File: config.mk
export PLATFORM = sky130hd
export DESIGN_NAME = digit_window_scroller
export DESIGN_NICKNAME = d
export VERILOG_FILES = /design/src/rtl/digit_window_scroller.sv
export SDC_FILE = /design/constraint.sdc
export NUM_CORES = 1
export LEC_CHECK = 0
export CAP_MARGIN = 20
export CORE_UTILIZATION = 30
export CTS_CLUSTER_DIAMETER = 200
export DETAILED_ROUTE_END_ITERATION = 8
export GPL_ROUTABILITY_DRIVEN = 0
export PLACE_DENSITY = 0.61
export SETUP_SLACK_MARGIN = 0.02
export SLEW_MARGIN = 0
export SYNTH_ARGS = -nofsm -noshare
export SYNTH_HDL_FRONTEND = slang
export SYNTH_SLANG_ARGS = --single-unit
File: constraint.sdc
create_clock -name clk -period 5.6 [get_ports clk]
set_input_delay 1.68 -clock clk [delete_from_list [all_inputs] [get_ports clk]]
set_output_delay 1.68 -clock clk [all_outputs]
set_load 0.03 [all_outputs]
File: src/rtl/digit_window_scroller.sv
// -----------------------------------------------------------------------------
// digit_window_scroller
//
// Scrolling viewport over a row of NUM_DIGITS digit codes. WIN consecutive
// digits starting at a registered offset are presented on win_out. The offset
// moves one position per rising edge of step_up / step_dn, optionally repeating
// while a request is held, and either saturates or wraps at the ends of the
// meaningful range given by len.
//
// Ports:
//   clk        system clock, all state on the rising edge
//   rst        synchronous, active-high reset
//   digits_in  NUM_DIGITS packed digit codes, digit k at [k*DIGIT_W +: DIGIT_W]
//   len        number of meaningful digits (0..NUM_DIGITS)
//   step_dn    level request to scroll toward digit 0
//   step_up    level request to scroll toward higher digits
//   home       force the offset to 0
//   win_out    registered window, slot i = digit (offset + i)
//   offset     current window start
//   at_min     offset == 0
//   at_max     offset == max_off
//
// Handshake: none. step_up/step_dn are plain levels; a step is taken on the
// cycle the level is first seen high (and on repeat ticks while held).
// -----------------------------------------------------------------------------
module digit_window_scroller #(
   parameter int DIGIT_W    = 4,
   parameter int NUM_DIGITS = 8,
   parameter int WIN        = 3,
   parameter int WRAP       = 0,
   parameter int REPEAT     = 0,
   localparam int OFF_W     = (NUM_DIGITS > 1) ? $clog2(NUM_DIGITS) : 1,
   localparam int LEN_W     = $clog2(NUM_DIGITS + 1)
) (
   input  logic                          clk,
   input  logic                          rst,
   input  logic [NUM_DIGITS*DIGIT_W-1:0] digits_in,
   input  logic [LEN_W-1:0]              len,
   input  logic                          step_dn,
   input  logic                          step_up,
   input  logic                          home,
   output logic [WIN*DIGIT_W-1:0]        win_out,
   output logic [OFF_W-1:0]              offset,
   output logic                          at_min,
   output logic                          at_max
);

   localparam bit WRAP_EN  = (WRAP != 0);
   localparam bit REP_EN   = (REPEAT > 0);
   localparam int CNT_W    = (REPEAT > 1) ? $clog2(REPEAT) : 1;
   // Counter value on the cycle a repeat step fires; the counter started at 0
   // on the edge cycle, so REPEAT-1 here means REPEAT held cycles after it.
   localparam int REP_LAST = REP_EN ? (REPEAT - 1) : 0;

   localparam logic [LEN_W-1:0] WIN_L = LEN_W'(WIN);
   localparam logic [CNT_W-1:0] CNT_LAST = CNT_W'(REP_LAST);

   // ---------------------------------------------------------------------------
   // Largest legal offset for the current len
   // ---------------------------------------------------------------------------
   logic [OFF_W-1:0] max_off;

   always_comb begin
      max_off = '0;
      if (len > WIN_L) begin
         max_off = OFF_W'(len - WIN_L);
      end
   end

   assign at_min = (offset == '0);
   assign at_max = (offset == max_off);

   // ---------------------------------------------------------------------------
   // Request detection with optional hold-to-repeat
   // ---------------------------------------------------------------------------
   logic             step_up_q;
   logic             step_dn_q;
   // arm flags are set only by a genuine rising edge, so a level that survives
   // reset (previous-sample forced to 1) never starts repeating on its own.
   logic             up_arm;
   logic             dn_arm;
   logic [CNT_W-1:0] up_cnt;
   logic [CNT_W-1:0] dn_cnt;

   logic up_edge;
   logic dn_edge;
   logic up_held;
   logic dn_held;
   logic up_rep;
   logic dn_rep;
   logic up_evt;
   logic dn_evt;

   always_comb begin
      up_edge = step_up & ~step_up_q;
      dn_edge = step_dn & ~step_dn_q;
      up_held = step_up & step_up_q & up_arm;
      dn_held = step_dn & step_dn_q & dn_arm;
      up_rep  = REP_EN & up_held & (up_cnt == CNT_LAST);
      dn_rep  = REP_EN & dn_held & (dn_cnt == CNT_LAST);
      up_evt  = up_edge | up_rep;
      dn_evt  = dn_edge | dn_rep;
   end

   always_ff @(posedge clk) begin
      if (rst) begin
         step_up_q <= 1'b1;
         step_dn_q <= 1'b1;
         up_arm    <= 1'b0;
         dn_arm    <= 1'b0;
         up_cnt    <= '0;
         dn_cnt    <= '0;
      end else begin
         step_up_q <= step_up;
         step_dn_q <= step_dn;

         if (!step_up) begin
            up_arm <= 1'b0;
            up_cnt <= '0;
         end else if (up_edge) begin
            up_arm <= REP_EN;
            up_cnt <= '0;
         end else if (up_held) begin
            up_cnt <= up_rep ? '0 : up_cnt + 1'b1;
         end

         if (!step_dn) begin
            dn_arm <= 1'b0;
            dn_cnt <= '0;
         end else if (dn_edge) begin
            dn_arm <= REP_EN;
            dn_cnt <= '0;
         end else if (dn_held) begin
            dn_cnt <= dn_rep ? '0 : dn_cnt + 1'b1;
         end
      end
   end

   // ---------------------------------------------------------------------------
   // Offset update; events that lose to a higher priority are dropped
   // ---------------------------------------------------------------------------
   logic [OFF_W-1:0] off_nxt;

   always_comb begin
      off_nxt = offset;
      if (home) begin
         off_nxt = '0;
      end else if (offset > max_off) begin
         // len shrank under the window: pull it back inside the valid range
         off_nxt = max_off;
      end else if (up_evt && dn_evt) begin
         off_nxt = offset;
      end else if (up_evt) begin
         if (offset < max_off) begin
            off_nxt = offset + 1'b1;
         end else if (WRAP_EN) begin
            off_nxt = '0;
         end
      end else if (dn_evt) begin
         if (offset != '0) begin
            off_nxt = offset - 1'b1;
         end else if (WRAP_EN) begin
            off_nxt = max_off;
         end
      end
   end

   // ---------------------------------------------------------------------------
   // Window selection. Each slot is a mux over all digit positions so that
   // slots running past the end of the row simply select nothing and read 0.
   // ---------------------------------------------------------------------------
   logic [WIN*DIGIT_W-1:0] win_nxt;

   always_comb begin
      win_nxt = '0;
      for (int i = 0; i < WIN; i++) begin
         for (int k = 0; k < NUM_DIGITS; k++) begin
            if (int'(offset) + i == k) begin
               win_nxt[i*DIGIT_W +: DIGIT_W] = digits_in[k*DIGIT_W +: DIGIT_W];
            end
         end
      end
   end

   always_ff @(posedge clk) begin
      if (rst) begin
         offset  <= '0;
         win_out <= '0;
      end else begin
         offset  <= off_nxt;
         win_out <= win_nxt;
      end
   end

endmodule

### Yosys cells after proc, flatten, opt, wreduce, memory -nomap -nowiden

Cells that the tools add are included.

| word-level totals | value |
|---|---|
| output and inout port bits | 17 |
| register bits after elaboration | 17 |

| cells by class | value |
|---|---|
| magnitude comparators | 3 |
| bitwise gates (word level) | 4 |
| reduce and logical (&&, ||, !) cells | 10 |
| $add $sub $neg | 5 |
| equality and inequality tests | 24 |
| muxes and demuxes | 31 |

Operators by type and width:

| operator | count |
|---|---|
| $eq 32x4->1 const B | 6 |
| $eq 32x3->1 const B | 4 |
| $logic_not 32->1 | 3 |
| $mux 4 | 24 |
| $eq 32x2->1 const B | 2 |
| $mux 3 | 7 |
| $eq 3x3->1 const B | 4 |
| $reduce_bool 3->1 | 3 |
| $eq 4x3->1 const B | 2 |
| $eq 3x2->1 const B | 2 |
| $add 3x1->4 const B | 1 |
| $add 3x2->4 const B | 1 |
| $gt 4x2->1 const B | 1 |
| $reduce_and 4->1 | 1 |
| $add 3x1->3 const B | 1 |
| $eq 3x1->1 const B | 1 |
| $eq 3x3->1 | 1 |
| $gt 3x3->1 | 1 |
| $logic_not 3->1 | 1 |
| $lt 3x3->1 | 1 |
| $ne 3x1->1 const B | 1 |
| $sub 3x1->3 const B | 1 |
| $sub 3x2->3 const B | 1 |
| $and 1x1->1 | 2 |
| 4 further kinds | 5 |

### Logic depth before layout (Yosys ltp)

| logic depth | value |
|---|---|
| depth after elaboration | 10 |
| gate-level depth with buffers | 10 |
| gate-level depth less buffers | 9 |

### Worst setup path after synthesis

Ideal clock, no wire load.

| timing | value |
|---|---|
| path kind | input-to-output |
| start | input port len[0] |
| end | output port at_max |
| arrival time | 2.732 ns |
| buffers on the path | 0 |
| cell stages on the path | 5 |
| setup slack | 1.188 ns |
| cell sequence | ha_1 nor3b_1 a21oi_1 ha_1 and3_1 |

| between the ends | value |
|---|---|
| cells in the longest elaborated chain, start to end | 3 |
| elaborated cells on any way between the ends | 4 |
| classes of those cells | add/sub: 1; order compare: 1; eq/ne: 1; mux: 1 |

Ends and longest elaborated chain:

| item | line | source |
|---|---|---|
| from (decl) | 38 | `input logic [LEN_W-1:0] len,` |
| $gt 4x2->1 / $sub 3x2->3 (equally long branches) | 65, 66 |  |
| $mux 3 (*) | 65 | `if (len > WIN_L) begin` |
| $eq 3x3->1 (*) | 71 | `assign at_max = (offset == max_off);` |
| to (decl) | 45 | `output logic at_max` |

Every way passes the cells marked *; elsewhere a longest branch is shown, timed or not.

### Worst setup path in the final report

Ends and elaborated chain as after synthesis.

==> metrics.txt <==
TritonCTS clock tree built; WL per Instance 15.3 um; vias in the first global route 1762; gate count of the mapped netlist 228; flop2flop setup slack 2.97 ns; Final Max Tran Viols 0; Hold Path Class register to register; Distinct cells, synth 54; number of buffers created by CTS 3; CORE AREA 0.00561 mm2; sequential area share after synthesis 19.2%; Root Driver clkbuf_8; status completed; final hold vios 0; FP Rows 27; Max Cap Viol 0; CTS Buffer Depth 2; vias per cell 5.53; DIE WIDTH 78.9 um; reg2reg end win_out[6]; period utilisation layout 90.2%; Least-Margin Pin Slew 0.680 ns; H-tree Lvls 1; Port-buffer cells 57; DP Worst Slack 0.183 ns; count of yosys warnings during synthesis 0; startpoint types primary input; Max IR drop VDD 0.000100 V; worst setup path start len[0]; Synth async-reset ratio 0%; synth top area cells dfxtp_1 (19%), mux2i_1 (7.9%), ha_1 (5.6%), nand2_1 (4.9%), a21oi_1 (3.7%); Synth top area share 19.2%; fmax 198 MHz; Syn-to-layout area delta 35.0%; crit end category primary output; min cycle time layout 5.05 ns; worst setup path end at_max; global-route wire length before repair 8560 um; Setup Crit Path Kind primary input to primary output; Clock transition at path regs 0.08 ns; largest fanout on the critical path 3; Die Ht 78.9 um; top cells by count, synth nand2_1 (23), dfxtp_1 (17), mux2i_1 (14), nor2_1 (14), a21oi_1 (13); area of the die 0.00622 mm2; Final Net Count 325; Skew-Pair Late Insertion Delay 0.26 ns; Reg-to-Reg Start offset[2]; Boundary Pins 58; initial antenna violation count 0; required time of the worst setup path 3.92 ns; Worst Reg2Reg Path Length in Cells 7; EDFF count, synth 0; Slew HR 54.5%; layout cells sized above 1 6.93%; Final setup viols 0; routed wire length 5280 um; syn nets 278; cell taking the most area after synthesis dfxtp_1; Detail Route Antenna Nets 0; clock sink total 17; Worst Skew 0.000652 ns; Initial Utilization 31.6%; DRC Markers 0; TNS Setup 0 ns; initial DRC count 189; number of diodes 0; RSZ-0062 raised after global routing false; final worst slack 0.550 ns; Mean Syn Cell Area 7.78 um2; power per cell area 230 mW/mm2; CTS Hold Bufs 0; Detailed Routing Iterations Pass 1 4; Arrival @ worst endpoint 3.37 ns; total track usage 17.3%; final hold slack 0.695 ns; largest net degree at the start of global routing 55; Mapped Area 0.00177 mm2; leakage power 0.895 nW; count leader, synth nand2_1; dominant synthesized flop cell dfxtp_1; via count 1912; DP HPWL 3820 um; grt total ovfl 0; flops & latches, synth 17
[final cells by class]
| cell class | count | area, um2 |
|---|---|---|
| fillers | 602 | 3210 |
| inverters | 13 | 48.8 |
| clock buffers | 4 | 45.0 |
| multi-input cells | 181 | 1280 |
| flip-flops and latches | 17 | 342 |
| well taps | 72 | 90.1 |
| repair buffers | 59 | 588 |
[kinds of logic after synthesis]
family / count (synthesis) / share of synthesized area [%]
AOI/OAI and AO/OA: 78 / 31.3
and+or+nand+nor: 76 / 22.4
buffers and inverters: 30 / 8.61
muxes: 18 / 11.7
DFF: 17 / 19.2
adders and majority gates: 9 / 6.78
[what timing repair did]
action / in CTS / in global routing
endpoints found under the setup margin: 0 / 1
setup buffers: 0 / 0
gates resized for setup: 0 / 1
[per-stage QoR]
stage	area (um2)	power, W	instances	util (%)
3_5_place_dp	2350	0.000451	342	41.8
2_1_floorplan	1770	0.000349	228	-
6_report	2390	0.000551	346	42.7
3_3_place_gp	2350	0.000451	342	41.8
4_1_cts	2390	0.000555	346	42.6
5_1_grt	2390	0.000587	346	42.7
[registers in the layout (all words and copies together), names as in the netlist]
name and cells:
step_dn_q 1, step_up_q 1, win_out 12, offset 3
[where the power goes]
group	leakage, nW	switching, W	internal, W
registers	0.141	0.00000853	0.000140
clock network	0.0228	0.0000510	0.0000507
logic	0.731	0.000166	0.000135
total	0.895	0.000225	0.000326
[cell usage in the layout (no fill, tap or decap), types with 2 or more instances in the layout]
cell type | Yosys | layout
or2_2 | 4 | 4
nor3b_1 | 3 | 3
o31ai_1 | 2 | 2
o211ai_1 | 4 | 4
o21ai_0 | 12 | 12
a21o_1 | 4 | 4
clkbuf_8 | 0 | 3
a31oi_1 | 4 | 4
a211oi_1 | 6 | 6
nand3_1 | 4 | 4
buf_4 | 5 | 2
nor2b_1 | 5 | 5
a2111oi_0 | 2 | 2
a221oi_1 | 7 | 7
o22ai_1 | 3 | 3
o221ai_1 | 3 | 3
clkdlybuf4s50_1 | 0 | 56
nand4_1 | 4 | 4
mux4_2 | 2 | 2
nand2b_1 | 5 | 5
ha_1 | 8 | 8
nor2_1 | 14 | 14
mux2_2 | 2 | 2
a21oi_1 | 13 | 13
mux2i_1 | 14 | 14
inv_1 | 12 | 12
a32oi_1 | 2 | 2
nand2_1 | 23 | 23
nor3_1 | 5 | 5
a32o_1 | 5 | 5
dfxtp_1 | 17 | 16
[worst min-delay path by stage]
stage          startpoint        end  slack [ns]  depth (start not counted)
3_5_place_dp    offset[0]  offset[0]        0.68                          3
3_3_place_gp    offset[0]  offset[0]        0.66                          3
4_1_cts         offset[0]  offset[0]        0.70                          3
6_report        offset[0]  offset[0]        0.69                          3
2_1_floorplan   step_up_q  offset[2]        0.69                          4
5_1_grt         offset[0]  offset[0]        0.75                          3
[critical path, stage by stage]
cell and delay (ns):
clkdlybuf4s50_1 0.43, ha_1 0.22, nor3b_1 0.18, a21oi_1 0.09, ha_1 0.31, and3_1 0.17, dlymetal6s2s_1 0.29
[layer usage]
metal,routed length [um],up-vias,global-route usage (%)
met2,2400,63,27.2
met4,25,0,4.36
li1,-,955,-
met5,0,-,0
met3,356,2,3.79
met1,2510,892,23.9
Note: power is estimated with default switching activity, not from simulation.
